$ cat src/rtl/toggle_meter.sv
// Measures the interval between detected edges of an asynchronous square wave.
// Define TOGGLE_METER_FULL_PERIOD_EN to measure rise-to-rise instead of edge-to-edge.
module toggle_meter #(
  parameter  int unsigned clk_freq_hz = 16_000_000,
  parameter  int unsigned max_cycles  = clk_freq_hz,
  localparam int unsigned cnt_w       = $clog2(max_cycles + 1)
) (
  input  logic             clk,
  input  logic             rst_n,
  input  logic             d_in,
  output logic             level,
  output logic [cnt_w-1:0] period,
  output logic             period_valid,
  output logic             timeout
);

  typedef enum logic {IDLE, MEASURE} state_t;

  localparam logic [cnt_w-1:0] cnt_max = cnt_w'(max_cycles);
  localparam logic [cnt_w-1:0] cnt_one = cnt_w'(1);

  state_t           state;
  logic [cnt_w-1:0] cnt;
  logic             s1, s2, s3;
  logic             edge_det;

  // Two-flop synchronizer plus a history stage for edge detection
  always_ff @(posedge clk or negedge rst_n) begin
    if (!rst_n) begin
      s1 <= 1'b0;
      s2 <= 1'b0;
      s3 <= 1'b0;
    end else begin
      s1 <= d_in;
      s2 <= s1;
      s3 <= s2;
    end
  end

  assign level = s2;

`ifdef TOGGLE_METER_FULL_PERIOD_EN
  assign edge_det = s2 & ~s3;
`else
  assign edge_det = s2 ^ s3;
`endif

  // Interval FSM: an edge arriving on the cnt_max cycle still counts as a measurement
  always_ff @(posedge clk or negedge rst_n) begin
    if (!rst_n) begin
      state        <= IDLE;
      cnt          <= '0;
      period       <= '0;
      period_valid <= 1'b0;
      timeout      <= 1'b0;
    end else begin
      period_valid <= 1'b0;
      case (state)
        IDLE: begin
          if (edge_det) begin
            state   <= MEASURE;
            cnt     <= cnt_one;
            timeout <= 1'b0;
          end else begin
            cnt <= '0;
          end
        end
        MEASURE: begin
          if (edge_det) begin
            period       <= cnt;
            period_valid <= 1'b1;
            cnt          <= cnt_one;
          end else if (cnt == cnt_max) begin
            timeout <= 1'b1;
            state   <= IDLE;
            cnt     <= '0;
          end else begin
            cnt <= cnt + cnt_one;
          end
        end
        default: begin
          state <= IDLE;
          cnt   <= '0;
        end
      endcase
    end
  end

endmodule

$ cat config.mk
export PLATFORM = sky130hd
export DESIGN_NAME = toggle_meter
export DESIGN_NICKNAME = d
export VERILOG_FILES = /design/src/rtl/toggle_meter.sv
export SDC_FILE = /design/constraint.sdc
export NUM_CORES = 1
export LEC_CHECK = 0
export CAP_MARGIN = 15
export CORE_MARGIN = 2
export CORE_UTILIZATION = 54
export DETAILED_ROUTE_END_ITERATION = 10
export GPL_TIMING_DRIVEN = 0
export PLACE_DENSITY_LB_ADDON = 0.2
export SLEW_MARGIN = 0
export SYNTH_ARGS = -nofsm -noshare
export SYNTH_HDL_FRONTEND = slang
export SYNTH_SLANG_ARGS = --single-unit
$ cat constraint.sdc
create_clock -name clk -period 1.9 [get_ports clk]
set_input_delay 0.285 -clock clk [delete_from_list [all_inputs] [get_ports clk]]
set_output_delay 0.285 -clock clk [all_outputs]
set_load 0.02 [all_outputs]
==> qor.txt, run 1 <==
Num CTS Buffers: 5
Clock sinks: 54
Die area: 0.00486 mm²
Post-synthesis sequential area ratio: 57.9%
Clock tree buffer depth: 2
Rel. slew slack: 59.6%
Worst-Skew Late Latency: 0.31 ns
Syn nets: 203
Flop2flop setup slack: 0.09 ns
Via/cell ratio: 5.83
GRT Total Usage: 20.4%
Placer Congestion: 0.846
Worst-path clk slew: 0.10 ns
LEAKAGE: 0.00132 µW
Cell Area, Synth: 0.00233 mm²
First-pass GRT wire length: 7.86 mm
Pre-CTS WS: 0.0155 ns
Top cell type's share of synthesized area: 57.9%
Antenna violations before repair: 0
Hold-critical path endpoint: level
Die H: 69.7 µm
CP Data Required Time: 2.10 ns
Dpl hpwl: 3.29 mm
CP Depth: 7
Largest area contributor in the netlist: dfrtp_1
CP max-delay cell: dfrtp_2
Critical Path Fanout Max: 10
Via Count: 1692
Share of layout cells above drive strength 1: 22.1%
Largest net degree at the start of global routing: 29
Top cells by count, synth: 54 x dfrtp_1, 20 x mux2_2, 15 x o21ai_0
Top post-synthesis cells by area: dfrtp_1 58%, mux2_2 9.7%, o21ai_0 3.2%
Crit path kind: flop to flop
Power Total: 2410 µW
TritonCTS clock tree: done
Area occupied by multi-input gates: 955 µm²
Core area: 0.00409 mm²
Area delta synth->final: 25.4%
Fin. Hold Viols: 0
Status: finished clean
Count of final setup violators: 0
F_max: 551 MHz
Grt ovf: 0
RR Startpoint: cnt[0]
Reg area: 0.00135 mm²
Post-Syn Instances: 198
Drt total wl: 4.67 mm
Critical path capture point type: flop
Num ports: 30
Async SR Flop Fraction: 100%
# diodes: 0
H-Tree Depth: 2
Max Slew Vio Count: 0
Die Wd: 69.7 µm
Pre-antenna DRT Iters: 4
Worst slew pin tran: 0.606 ns
Starting density of the core: 57.1%
# DRC: 0
Final worst setup slack: 0.0860 ns
Hold WC Path Type: flop to flop
Register bit total from synthesis: 54
EDFF count, synth: 0
Setup Skew: 0.0146 ns
Count leader, synth: dfrtp_1
Max_cap viols: 0
Worst hold margin: 0.353 ns
CP Cell Sequence: inv_1 -> ha_1 -> and4bb_2 -> nand4b_1 -> o21bai_4 -> clkbuf_4 -> a21oi_1
# port buffers: 29
DR iter-0 viols: 96
R2r endpoint: cnt[17]
Max IR drop VDD: 431 µV
Number of global-route vias before repair: 1628
Main synth FF type: dfrtp_1
Yosys cell types: 32
Nets@finish: 244
Syn Area/Cell: 11.8 µm²
Crit path launch type: flop
Min Tclk post-route: 1.81 ns
Hold Path Depth: 0
Arr. time, crit path: 2.01 ns
Synth warn: 0
DR WL/cell: 16.1 µm
Core Rows: 23
Hold path start: s1
Root Buffer: clkbuf_8
CP bufs+invs: 2
Critical Path Max Stage Delay: 0.48 ns
R2R depth: 7
Power density over cell area: 823 mW/mm²
ANT nets after route: 0
Final period util: 95.5%
CP top delay family: flip-flops
Fillers: 284
## how the worst max path moves through the flow
stage           start          to  slack (ns)
2_1_floorplan   level  period[16]        0.18
3_3_place_gp    rst_n   period[8]       -0.94
3_5_place_dp   cnt[0]     cnt[11]        0.02
4_1_cts        cnt[0]     cnt[20]     0.00004
5_1_grt        cnt[0]     cnt[20]       -0.02
6_report       cnt[0]     cnt[17]        0.09
## placed cells by master (no fill, tap or decap), types with 2 or more instances in the layout
master	netlist	routed
dfrtp_1	54	53
clkdlybuf4s50_1	0	28
mux2_2	20	20
o21ai_0	15	15
nor2_1	13	13
nand2_1	11	11
nand3_1	9	9
a21oi_1	10	9
xor2_1	8	8
or3_1	7	7
inv_1	6	6
clkbuf_8	0	6
nand4_1	5	5
buf_2	7	5
buf_4	1	4
xnor2_1	5	4
and3_1	3	3
and4_1	2	2
nor4b_1	3	2
clkbuf_4	0	2
or4_1	2	2
and2_1	2	2
nand2b_1	2	2
bufinv_16	0	2
## where the power goes
part | internal, µW | leakage (µW) | total (µW) | switching, µW
registers | 1190 | 0.000730 | 1230 | 39.8
logic | 113 | 0.000519 | 244 | 131
clock network | 562 | 0.0000714 | 936 | 374
total | 1860 | 0.00132 | 2410 | 544
## final cells by class
cell class	instances	share of cell area [%]
clock inverters	2	2.05
flip-flops and latches	54	46.2
inverters	6	0.770
plain buffers	8	1.84
well taps	50	2.14
multi-input cells	130	32.6
clock buffers	6	2.82
repair buffers	34	11.5
## state kept, by name, indices dropped and copies added (netlist names)
signal / flops
cnt: 24
period: 24
level: 1
period_valid: 1
s1: 1
s3: 1
state: 1
timeout: 1
## stage by stage
step / TNS [ns] / cells / cell area, µm² / utilization [%]
after global routing: -0.0369 / 290 / 2930 / 71.6
after CTS: 0 / 287 / 2850 / 69.8
after detailed placement: 0 / 278 / 2700 / 66.1
after global placement: -50.66 / 277 / 2690 / 65.7
final: 0 / 290 / 2930 / 71.6
after floorplan: 0 / 198 / 2330 / -
## what timing repair did
item,in CTS,in global routing
hold buffers,1,0
setup buffers,0,3
setup endpoints to repair,4,21
pin swaps,1,3
endpoints found under the hold margin,26,0
gates resized for setup,0,12
## metal layers
metal / up-vias / wire length (µm) / global-route usage (%)
li1: 782 / - / -
met1: 847 / 2050 / 27.4
met2: 51 / 2290 / 32.5
met3: 12 / 207 / 4.65
met4: 0 / 117 / 7.69
met5: - / 0 / 0
## cell families after synthesis
| family | after synthesis | share of synthesized area, % |
|---|---|---|
| mux | 20 | 9.65 |
| simple gates | 67 | 17.2 |
| flops | 54 | 57.9 |
| fa+ha+maj | 2 | 1.07 |
| buf+inv | 14 | 2.79 |
| compound gates | 28 | 6.54 |
| xor+xnor | 13 | 4.88 |
No activity file was read; power rests on OpenSTA's default activity.
==> run 2: changes to the inputs <==
--- a/config.mk
+++ b/config.mk
@@ -5,6 +5,7 @@
 export SDC_FILE = /design/constraint.sdc
 export NUM_CORES = 1
 export LEC_CHECK = 0
+export ABC_AREA = 0
 export CAP_MARGIN = 15
 export CORE_MARGIN = 2
 export CORE_UTILIZATION = 54
==> results of run 2 <==
The final DEF is identical to that of run 1; final timing and power are the same.
==> run 3: changes to the inputs <==
--- a/config.mk
+++ b/config.mk
@@ -11,6 +11,7 @@
 export CORE_UTILIZATION = 54
 export DETAILED_ROUTE_END_ITERATION = 10
 export GPL_TIMING_DRIVEN = 0
+export HOLD_SLACK_MARGIN = 0.12
 export PLACE_DENSITY_LB_ADDON = 0.2
 export SLEW_MARGIN = 0
 export SYNTH_ARGS = -nofsm -noshare
==> results of run 3 <==
The final DEF is identical to that of run 1; final timing and power are the same.
